File: src/rtl/nn_weight_loader.sv
// Weight RAM writer: packs a byte stream (little-endian) into WORD_W-bit words
// and writes them to consecutive RAM addresses starting at 0.
module nn_weight_loader #(
    parameter int WORD_W    = 256,
    parameter int BYTE_W    = 8,
    parameter int ADDR_W    = 4,
    parameter int NUM_WORDS = 16
) (
    input  logic              clk,
    input  logic              reset,
    input  logic              start,
    input  logic              abort,
    input  logic [BYTE_W-1:0] in_data,
    input  logic              in_valid,
    output logic              in_ready,
    output logic [ADDR_W-1:0] mem_addr,
    output logic [WORD_W-1:0] mem_wdata,
    output logic              mem_we,
    output logic              busy,
    output logic              done,
    output logic [ADDR_W:0]   words_written
);

    localparam int BYTES = WORD_W / BYTE_W;
    localparam int BC_W  = (BYTES > 1) ? $clog2(BYTES) : 1;
    localparam logic [BC_W-1:0]   LAST_BYTE = BC_W'(BYTES - 1);
    localparam logic [ADDR_W-1:0] LAST_WORD = ADDR_W'(NUM_WORDS - 1);

    typedef enum logic [1:0] {IDLE, FILL, WRITE, DONE} state_t;

    state_t            state;
    logic [BC_W-1:0]   byte_cnt;
    logic [ADDR_W-1:0] word_cnt;
    logic [WORD_W-1:0] pack;
    logic [WORD_W-1:0] pack_next;
    logic              accept;

    assign in_ready = (state == FILL);
    assign accept   = in_ready && in_valid;

    // The final byte of a word goes straight into mem_wdata so the write
    // happens in the cycle right after the last accept.
    always_comb begin
        pack_next = pack;
        pack_next[int'(byte_cnt) * BYTE_W +: BYTE_W] = in_data;
    end

    always_ff @(posedge clk) begin
        if (reset) begin
            state         <= IDLE;
            byte_cnt      <= '0;
            word_cnt      <= '0;
            pack          <= '0;
            mem_addr      <= '0;
            mem_wdata     <= '0;
            mem_we        <= 1'b0;
            busy          <= 1'b0;
            done          <= 1'b0;
            words_written <= '0;
        end else begin
            mem_we <= 1'b0;
            done   <= 1'b0;
            case (state)
                IDLE: begin
                    if (start) begin
                        state         <= FILL;
                        byte_cnt      <= '0;
                        word_cnt      <= '0;
                        words_written <= '0;
                        busy          <= 1'b1;
                    end
                end
                FILL: begin
                    if (abort) begin
                        state <= IDLE;
                        busy  <= 1'b0;
                    end else if (accept) begin
                        pack <= pack_next;
                        if (byte_cnt == LAST_BYTE) begin
                            byte_cnt  <= '0;
                            state     <= WRITE;
                            mem_we    <= 1'b1;
                            mem_addr  <= word_cnt;
                            mem_wdata <= pack_next;
                        end else begin
                            byte_cnt <= byte_cnt + BC_W'(1);
                        end
                    end
                end
                WRITE: begin
                    // The write in this cycle always commits, even on abort.
                    words_written <= words_written + (ADDR_W + 1)'(1);
                    if (abort) begin
                        state <= IDLE;
                        busy  <= 1'b0;
                    end else if (word_cnt == LAST_WORD) begin
                        state <= DONE;
                        done  <= 1'b1;
                        busy  <= 1'b0;
                    end else begin
                        word_cnt <= word_cnt + ADDR_W'(1);
                        state    <= FILL;
                    end
                end
                DONE: begin
                    state <= IDLE;
                end
                default: begin
                    state <= IDLE;
                end
            endcase
        end
    end

endmodule

File: config.mk
export PLATFORM = sky130hd
export DESIGN_NAME = nn_weight_loader
export DESIGN_NICKNAME = d
export VERILOG_FILES = /design/src/rtl/nn_weight_loader.sv
export SDC_FILE = /design/constraint.sdc
export NUM_CORES = 1
export LEC_CHECK = 0
export ABC_AREA = 1
export BUFFER_PORTS_ARGS = -buffer_cell sky130_fd_sc_hd__buf_2
export CORE_MARGIN = 2
export CORE_UTILIZATION = 38
export CTS_CLUSTER_DIAMETER = 150
export DETAILED_ROUTE_END_ITERATION = 7
export GPL_TIMING_DRIVEN = 0
export PLACE_DENSITY = 0.55
export REMOVE_ABC_BUFFERS = 1
export SETUP_SLACK_MARGIN = 0.02
export SYNTH_ARGS = -nofsm -noshare
export SYNTH_HDL_FRONTEND = slang
export SYNTH_SLANG_ARGS = --single-unit
File: constraint.sdc
create_clock -name clk -period 2.76 [get_ports clk]
set_clock_uncertainty 0.1 [all_clocks]
set_input_delay 0.414 -clock clk [delete_from_list [all_inputs] [get_ports clk]]
set_output_delay 0.414 -clock clk [all_outputs]
set_load 0.05 [all_outputs]
# [Yosys cells after proc, flatten, opt, wreduce, memory -nomap -nowiden]
# Cells that the tools add are included.
[classes] n_addsub=4 n_eq_ne=14 mux=25 n_bitwise=4 reduce_logical=14 shift=2
[ops] operator="bitwise mux 256 bit" count=1
[ops] operator="variable shift 8 x 33 -> 256 bit (first input constant)" count=1
[ops] operator="variable part select 8 x 33 -> 256 bit" count=1
[ops] operator="negator 8 -> 33 bit" count=1
[ops] operator="two-way mux 5 bit" count=4
[ops] operator="case mux 5 bit (2 select lines)" count=2
[ops] operator="AND reduction 4 bit" count=4
[ops] operator="two-way mux 2 bit" count=6
[ops] operator="two-way mux 4 bit" count=3
[ops] operator="adder 5 x 1 -> 5 bit (second input constant)" count=2
[ops] operator="inequality test 2 bit (second input constant)" count=5
[ops] operator="case mux 2 bit (4 select lines)" count=1
[ops] operator="case mux 4 bit (2 select lines)" count=1
[ops] operator="two-way mux 1 bit" count=6
[ops] operator="inequality test 3 x 2 -> 1 bit (second input constant)" count=2
[ops] operator="AND reduction 3 bit" count=2
[ops] operator="== test 5 bit (second input constant)" count=1
[ops] operator="adder 4 x 1 -> 4 bit (second input constant)" count=1
[ops] operator="== test 2 bit (second input constant)" count=2
[ops] operator="== test 4 bit (second input constant)" count=1
[ops] operator="inverter 1 bit" count=4
[ops] operator="nonzero test 2 bit" count=2
[ops] operator="OR reduction 4 bit" count=1
[ops] operator="inequality test 3 bit (second input constant)" count=1
[ops] operator="other kinds (8)" count=8
[totals] input_bits=13 wordCells=73 output_inout_bits=269 reg_bits=535

# [Logic depth before layout (Yosys ltp)]
# Gate-level depths: netlist (run 1).
[depth] ltp_word=5 depth_mapped=16 ltp_nobuf=14

# [Worst setup path before layout (run 1)]
# No wires, ideal clock.
[synth_path] path_kind="register to register" start="reg byte_cnt[0]" end="reg mem_wdata[214]" t_arrival_ns=2.361 path_stages_with_launch=17 path_slack_ns=0.184 n_path_buf=3 setup_ns=0.115 path_cell_list="dfxtp_1 > inv_2 > buf_4 > ha_1 > nand2_2 > nor2_1 > ha_1 > buf_2 > clkinv_1 > nand2_1 > nor2_8 > nand2_1 > buf_2 > nand2_1 > o21ai_1 > o21ai_0 > inv_1"
[synth_between] elab_chain_cells=3 word_cells_on_any_way=6
[synth_rtl] item="start, declared" line_no="32" rtl="logic [BC_W-1:0] byte_cnt;"
[synth_rtl] item="start signal, assigned" line_no="86" rtl="byte_cnt <= byte_cnt + BC_W'(1);"
[synth_rtl] item="negator 8 -> 33 bit" line_no="45" rtl="pack_next[int'(byte_cnt) * BYTE_W +: BYTE_W] = in_data;"
[synth_rtl] item="variable part select 8 x 33 -> 256 bit / variable shift 8 x 33 -> 256 bit (equally long branches)" line_no="45"
[synth_rtl] item="bitwise mux 256 bit" line_no="45"
[synth_rtl] item="end signal, assigned" line_no="84" rtl="mem_wdata <= pack_next;"
[synth_rtl] item="end, declared" line_no="17" rtl="output logic [WORD_W-1:0] mem_wdata,"
# Several ways; a longest one is shown, not always the timed one.
# A chain may end at the register's enable or synchronous reset.

# [Worst setup path after layout (run 1)]
[layout_path] start="reg byte_cnt[0]" end="reg mem_wdata[223]"
# The elaborated chain is that of the path after synthesis.

==> results of run 1 <==
final cells by class:
class | instances | area share, %
repair inverters | 2 | 0.103
inverters | 477 | 5.95
clock buffers | 83 | 5.50
repair buffers | 403 | 10.6
flip-flops and latches | 535 | 34.1
multi-input cells | 2537 | 39.4
clock inverters | 28 | 0.899
well taps | 873 | 3.47
worst max-delay path by stage:
stage                start              to  slack, ns  cells after the start
3_3_place_gp   byte_cnt[0]   mem_wdata[84]     -22.35                      9
6_report       byte_cnt[0]  mem_wdata[223]       0.13                     15
4_1_cts        byte_cnt[1]       pack[115]       0.01                     12
2_1_floorplan  byte_cnt[0]  mem_wdata[113]     -11.09                      9
3_5_place_dp   byte_cnt[0]  mem_wdata[245]      -2.54                     11
5_1_grt        byte_cnt[1]   mem_wdata[82]    -0.0009                     14
flip-flops by register name, summed over array words and instances (netlist names):
| register | cells |
|---|---|
| mem_wdata | 256 |
| pack | 256 |
| byte_cnt | 5 |
| words_written | 5 |
| mem_addr | 4 |
| word_cnt | 4 |
| state | 2 |
| busy | 1 |
| done | 1 |
| mem_we | 1 |
worst register-to-register path, cell delays in order (launching register included):
cell and delay, ns:
dfxtp_4 0.36, inv_6 0.12, ha_4 0.18, nand2_8 0.10
nor2_4 0.12, ha_4 0.23, buf_16 0.15, clkinv_16 0.13
nand2_8 0.11, nor2_8 0.24, buf_4 0.15, nand2_2 0.13
nand2_1 0.12, nand3_1 0.16, nand2_1 0.11, inv_1 0.04
logic make-up (layout without fill, tap and decap cells):
kind of cell,count (synthesis),after routing,synth area share [%]
buf+inv,730,993,11.5
fa+ha+maj,10,10,0.489
xor+xnor,1,1,0.0342
compound gates,447,447,11.0
flops,535,535,41.8
simple gates,2066,2079,35.1
cell usage in the layout (no fill, tap or decap), drive strengths merged:
cell,netlist,layout
nand2,909,912
o21bai,24,24
a221oi,1,1
o211ai,1,1
bufbuf,0,4
nand3,463,463
nor3b,1,1
a21oi,111,111
bufinv,0,5
dfxtp,535,535
clkinv,2,24
nor4,3,3
o21ai,132,132
nor3,20,22
nor2,517,525
a311oi,1,1
buf,116,388
inv,475,474
clkinvlp,0,4
xor2,1,1
nand4,152,152
and3b,1,1
o21a,176,176
a211oi,1,1
clkbuf,137,94
ha,10,10
per-stage QoR:
step	power [uW]	util [%]	area (sq um)	cells	hold slack, ns
floorplan	9600	-	24400	3536	0.339
finish	20000	47.0	31400	4938	0.0742
global route	20700	47.0	31400	4938	0.0907
global placement	10600	40.3	26900	4690	0.336
CTS	19900	46.0	30800	4910	0.0472
detailed placement	10700	41.4	27700	4722	0.340
report_power, final:
part           switching [uW]  total [uW]  internal, uW
clock                    3390        8210          4820
sequential               54.8        7880          7830
combinational            2900        3890           988
total                    6350       20000         13600
layer usage:
metal  vias up  track usage, %  wire [microns]
met5         -               0               0
met3       157            4.48            5380
met2       639            36.4           38600
li1      12600               -               -
met4         0            8.43            2770
met1     11500            31.7           39300
repair_timing:
item	4_1_cts	5_1_grt
pin swaps	20	9
gates resized for setup	50	51
buffers inserted	59	16
cloned	18	12
endpoints found under the setup margin	518	435
==> results.py, run 1 <==
metrics = {
    "clock_network": {
        "cts_tree": "done",
        "cts_buffer_depth": 3,
        "clock_latency_ns": 0.62,
        "path_clk_slew_ns": 0.06,
        "cts_root_buf": "clkbuf_16",
        "cts_hold_buf": 0,
        "cts-buffers-inserted": 61,
        "clock_sink_count": 535,
        "ctsHtreeMaxLevel": 2,
    },
    "logic_synthesis": {
        "synth_edf_count": 0,
        "ys_ff_latch": 535,
        "yosys_warnings": 0,
        "synth_top_cell_by_area": "dfxtp_1",
        "syn_area_per_cell_sq_um": 6.76,
        "synth_ff_type": "dfxtp_1",
        "syn_inst": 3789,
        "synth-seq-area-share_pct": 41.8,
        "synth_most_common_cell": "nand2_1",
        "ys_types": 40,
        "synth_top_area_share_pct": 41.8,
        "ys_async_sr_fraction_pct": 0,
        "synthTopCellsByArea": "dfxtp_1 (42%), nand2_1 (13%), nand3_1 (8.9%), nor2_1 (7.4%), inv_1 (6.8%)",
        "syn_area_sq_mm": 0.0256,
        "synth_common_cells": "nand2_1 (901), dfxtp_1 (535), nor2_1 (503)",
    },
    "power_and_ir_drop": {
        "p_per_area_mw_per_mm2": 636,
        "peakVddDrop_mv": 0.456,
        "cellLeakagePower_uw": 0.0150,
    },
    "routing": {
        "drtAntennaViolNets": 0,
        "drtIter0Drc": 2004,
        "vias": 24900,
        "wl_per_cell_microns": 17.4,
        "first_pass_iters": 5,
        "drt_wl_total_microns": 86000,
        "drc_errors": 0,
        "drt-vias-per-instance": 5.04,
    },
    "hold_path": {
        "hold_path_depth": 4,
        "min_from": "abort",
        "hp-class": "in -> reg",
        "min_to": "done",
    },
    "worst_setup_path": {
        "critical_path_arrival_ns": 3.05,
        "reg2reg_depth": 15,
        "cp-end-kind": "flip-flop",
        "critPathMaxStageDelay_ns": 0.36,
        "r2r_end": "mem_wdata[223]",
        "critPathSlowestCell": "dfxtp_4",
        "startpoint_type": "flip-flop",
        "critPathBufInv": 5,
        "reg2reg_from": "byte_cnt[0]",
        "critPathKind": "reg -> reg",
        "cp_cell_sequence": "inv_6 > ha_4 > nand2_8 > nor2_4 > ha_4 > buf_16 > clkinv_16 > nand2_8 > nor2_8 > buf_4 > nand2_2 > nand2_1 > nand3_1 > nand2_1 > inv_1",
        "cp_max_fo": 20,
        "required_ns": 3.18,
        "critPathTopFamily": "simple AND/OR/NAND/NOR gates",
        "rrSetupSlack_ns": 0.13,
    },
    "grt": {
        "grt_pass1_vias": 22200,
        "antenna_found_initial": 0,
        "grt_pass1_wl_microns": 128000,
        "grt_usage_pct": 23.3,
        "globalRouteOverflowTotal": 0,
        "grt_max_degree": 127,
    },
    "floorplan": {
        "ios": 282,
        "core_sq_mm": 0.0669,
        "die_h_microns": 264,
        "start_util_pct": 38.2,
        "die_x_microns": 264,
        "dieArea_sq_mm": 0.0694,
        "num_rows": 95,
    },
    "timing": {
        "setup_violations": 0,
        "finalHoldViolations": 0,
        "min_period_ns": 2.63,
        "slew_headroom_pct": 28.1,
        "worst_slack_ns": 0.129,
        "drv_slew": 0,
        "clock.fmax_ghz": 0.380,
        "grt_setup_unrepaired": "true",
        "finalCritPeriodShare_pct": 95.3,
        "worstMarginPinSlew_ns": 1.07,
        "fin_tns_setup_ns": 0,
    },
    "outcome": {
        "status": "complete, no violations",
    },
    "final_layout": {
        "multiInputGateArea_sq_mm": 0.0124,
        "antennaDiodeCount": 0,
        "area_growth_pct": 22.8,
        "nets": 4040,
        "regArea_sq_mm": 0.0107,
        "fillCellCount": 6905,
        "drive_gt1_share_pct": 15.6,
    },
    "flow_run": {
        "drv_cap": 0,
    },
    "place": {
        "place_congestion": 0.754,
        "dp_slack_ns": -2.54,
        "place_hpwl_microns": 49200,
        "port_buffers": 281,
    },
}
No activity file was read; power rests on OpenSTA's default activity.
==> run 2, diff against run 1 <==
--- a/config.mk
+++ b/config.mk
@@ -9,6 +9,7 @@
 export BUFFER_PORTS_ARGS = -buffer_cell sky130_fd_sc_hd__buf_2
 export CORE_MARGIN = 2
 export CORE_UTILIZATION = 38
+export CTS_BUF_LIST = sky130_fd_sc_hd__clkbuf_8 sky130_fd_sc_hd__clkbuf_16
 export CTS_CLUSTER_DIAMETER = 150
 export DETAILED_ROUTE_END_ITERATION = 7
 export GPL_TIMING_DRIVEN = 0
==> run 2 against run 1 <==
Compared with the run above: first-iteration DRC count fell by 6.5%; total power fell by 0.16%; utilization barely moved; critical path depth did not move; via count barely moved; die area did not move; largest cell class unchanged; largest power group unchanged.
==> results.py, run 2 (same netlist as run 1, synthesis figures left out) <==
metrics = {
    "grt": {
        "grt_usage_pct": 23.3,
        "antenna_found_initial": 0,
        "grt_max_degree": 127,
        "globalRouteOverflowTotal": 0,
        "grt_pass1_wl_microns": 128000,
        "grt_pass1_vias": 22200,
    },
    "worst_setup_path": {
        "cp_max_fo": 20,
        "critical_path_arrival_ns": 3.06,
        "cp-end-kind": "flip-flop",
        "critPathSlowestCell": "dfxtp_4",
        "critPathMaxStageDelay_ns": 0.36,
        "cp_cell_sequence": "inv_6 > ha_4 > nand2_8 > nor2_4 > ha_4 > buf_16 > clkinv_16 > nand2_8 > nor2_8 > buf_4 > nand2_2 > nand2_1 > nand3_1 > nand2_1 > inv_1",
        "required_ns": 3.18,
        "critPathBufInv": 5,
        "startpoint_type": "flip-flop",
        "critPathKind": "reg -> reg",
        "critPathTopFamily": "simple AND/OR/NAND/NOR gates",
    },
    "floorplan": {
        "die_x_microns": 264,
        "core_sq_mm": 0.0669,
        "die_h_microns": 264,
        "dieArea_sq_mm": 0.0694,
        "start_util_pct": 38.2,
        "num_rows": 95,
        "ios": 282,
    },
    "place": {
        "port_buffers": 281,
        "place_hpwl_microns": 49200,
        "place_congestion": 0.754,
    },
    "power_and_ir_drop": {
        "seq_power_share_pct": 39.5,
        "p_per_area_mw_per_mm2": 635,
        "cellLeakagePower_uw": 0.0150,
        "p_comb_share_pct": 19.5,
        "power.switching_uw": 6350,
        "intPower_uw": 13600,
        "switching_share_pct": 31.8,
        "pwr-share-clk_pct": 41.0,
        "peakVddDrop_mv": 0.456,
    },
    "final_layout": {
        "nets": 4040,
        "layout_commonest_cell": "nand2_1",
        "area_growth_pct": 22.8,
        "regArea_sq_mm": 0.0107,
        "final_cell_mix": "nand2_1 (890), dfxtp_1 (533), nor2_1 (485)",
        "multiInputGateArea_sq_mm": 0.0124,
        "drive_gt1_share_pct": 15.5,
        "fillCellCount": 6905,
        "antennaDiodeCount": 0,
        "reg.largest.list": "mem_wdata x256, pack x256",
    },
    "clock_network": {
        "cts_buffer_depth": 3,
        "cts_root_buf": "clkbuf_16",
        "cts-buffers-inserted": 61,
        "clock_sink_count": 535,
        "path_clk_slew_ns": 0.06,
        "cts_tree": "done",
        "clock_latency_ns": 0.63,
        "cts_hold_buf": 0,
        "ctsHtreeMaxLevel": 2,
    },
    "timing": {
        "finalCritPeriodShare_pct": 95.6,
        "clock.fmax_ghz": 0.379,
        "setup_violations": 0,
        "min_period_ns": 2.64,
        "slew_headroom_pct": 29.0,
        "worstMarginPinSlew_ns": 1.06,
        "drv_slew": 0,
        "fin_hold_ws_ns": 0.0739,
        "finalHoldViolations": 0,
        "grt_setup_unrepaired": "true",
        "fin_tns_setup_ns": 0,
    },
    "routing": {
        "drt-vias-per-instance": 5.04,
        "drt_wl_total_microns": 86200,
        "drtAntennaViolNets": 0,
        "wl_per_cell_microns": 17.5,
        "drtIter0Drc": 1873,
        "drc_errors": 0,
        "vias": 24900,
        "first_pass_iters": 5,
    },
    "hold_path": {
        "hp-class": "in -> reg",
    },
    "outcome": {
        "status": "complete, no violations",
    },
    "flow_run": {
        "drv_cap": 0,
    },
}
-- run 2: power groups by stage --
| stage | clock [uW] | combinational, uW | sequential, uW |
|---|---|---|---|
| 3_3_place_gp | 0 | 2490 | 8070 |
| 5_1_grt | 8720 | 4050 | 7890 |
| 3_5_place_dp | 0 | 2590 | 8070 |
| 2_1_floorplan | 0 | 1540 | 8060 |
| 4_1_cts | 8370 | 3630 | 7880 |
| 6_report | 8180 | 3890 | 7880 |
-- run 2: final timing paths --
kind | startpoint | end | slack (ns) | cells past startpoint
setup / recovery | byte_cnt[0] | mem_wdata[223] | 0.12 | 15
hold / removal | abort | done | 0.07 | 4
setup reg to reg | byte_cnt[0] | mem_wdata[223] | 0.12 | 15
hold reg to reg | words_written[4] | words_written[4] | 0.35 | 1
-- run 2: worst min-delay path, stage by stage --
cell	delay, ns
buf_2	0.12
nor2_1	0.06
inv_1	0.08
nor3_1	0.06
-- run 2: through the flow --
stage          worst slack (ns)  utilization (%)  cell area [sq um]  power, uW  cells
2_1_floorplan            -11.09                -              24400       9600   3536
3_3_place_gp             -22.35             40.3              26900      10600   4690
3_5_place_dp              -2.54             41.4              27700      10700   4722
4_1_cts                  0.0136             46.0              30800      19900   4910
5_1_grt                -0.00208             47.0              31400      20700   4938
6_report                  0.120             47.0              31400      20000   4938
-- run 2: routing by layer --
metal,share of wire (%),GRT usage (%),routed length [microns]
met4,3.3,8.22,2850
met2,45,36.6,38700
met3,6.2,4.27,5350
met5,0,0,0
met1,46,31.9,39300
-- run 2: timing repair --
action | CTS | global route
cloned | 18 | 12
resized for setup | 50 | 47
setup buffers | 59 | 16
pin swaps | 20 | 9
endpoints found under the setup margin | 518 | 436
-- run 2: cell type report --
type	count	area share, %
Clock buffer	73	5.38
Clock inverter	38	1.02
Inverter	477	5.95
Multi-Input combinational cell	2537	39.4
Sequential cell	535	34.1
Tap cell	873	3.48
Timing Repair Buffer	403	10.6
Timing Repair inverter	2	0.104
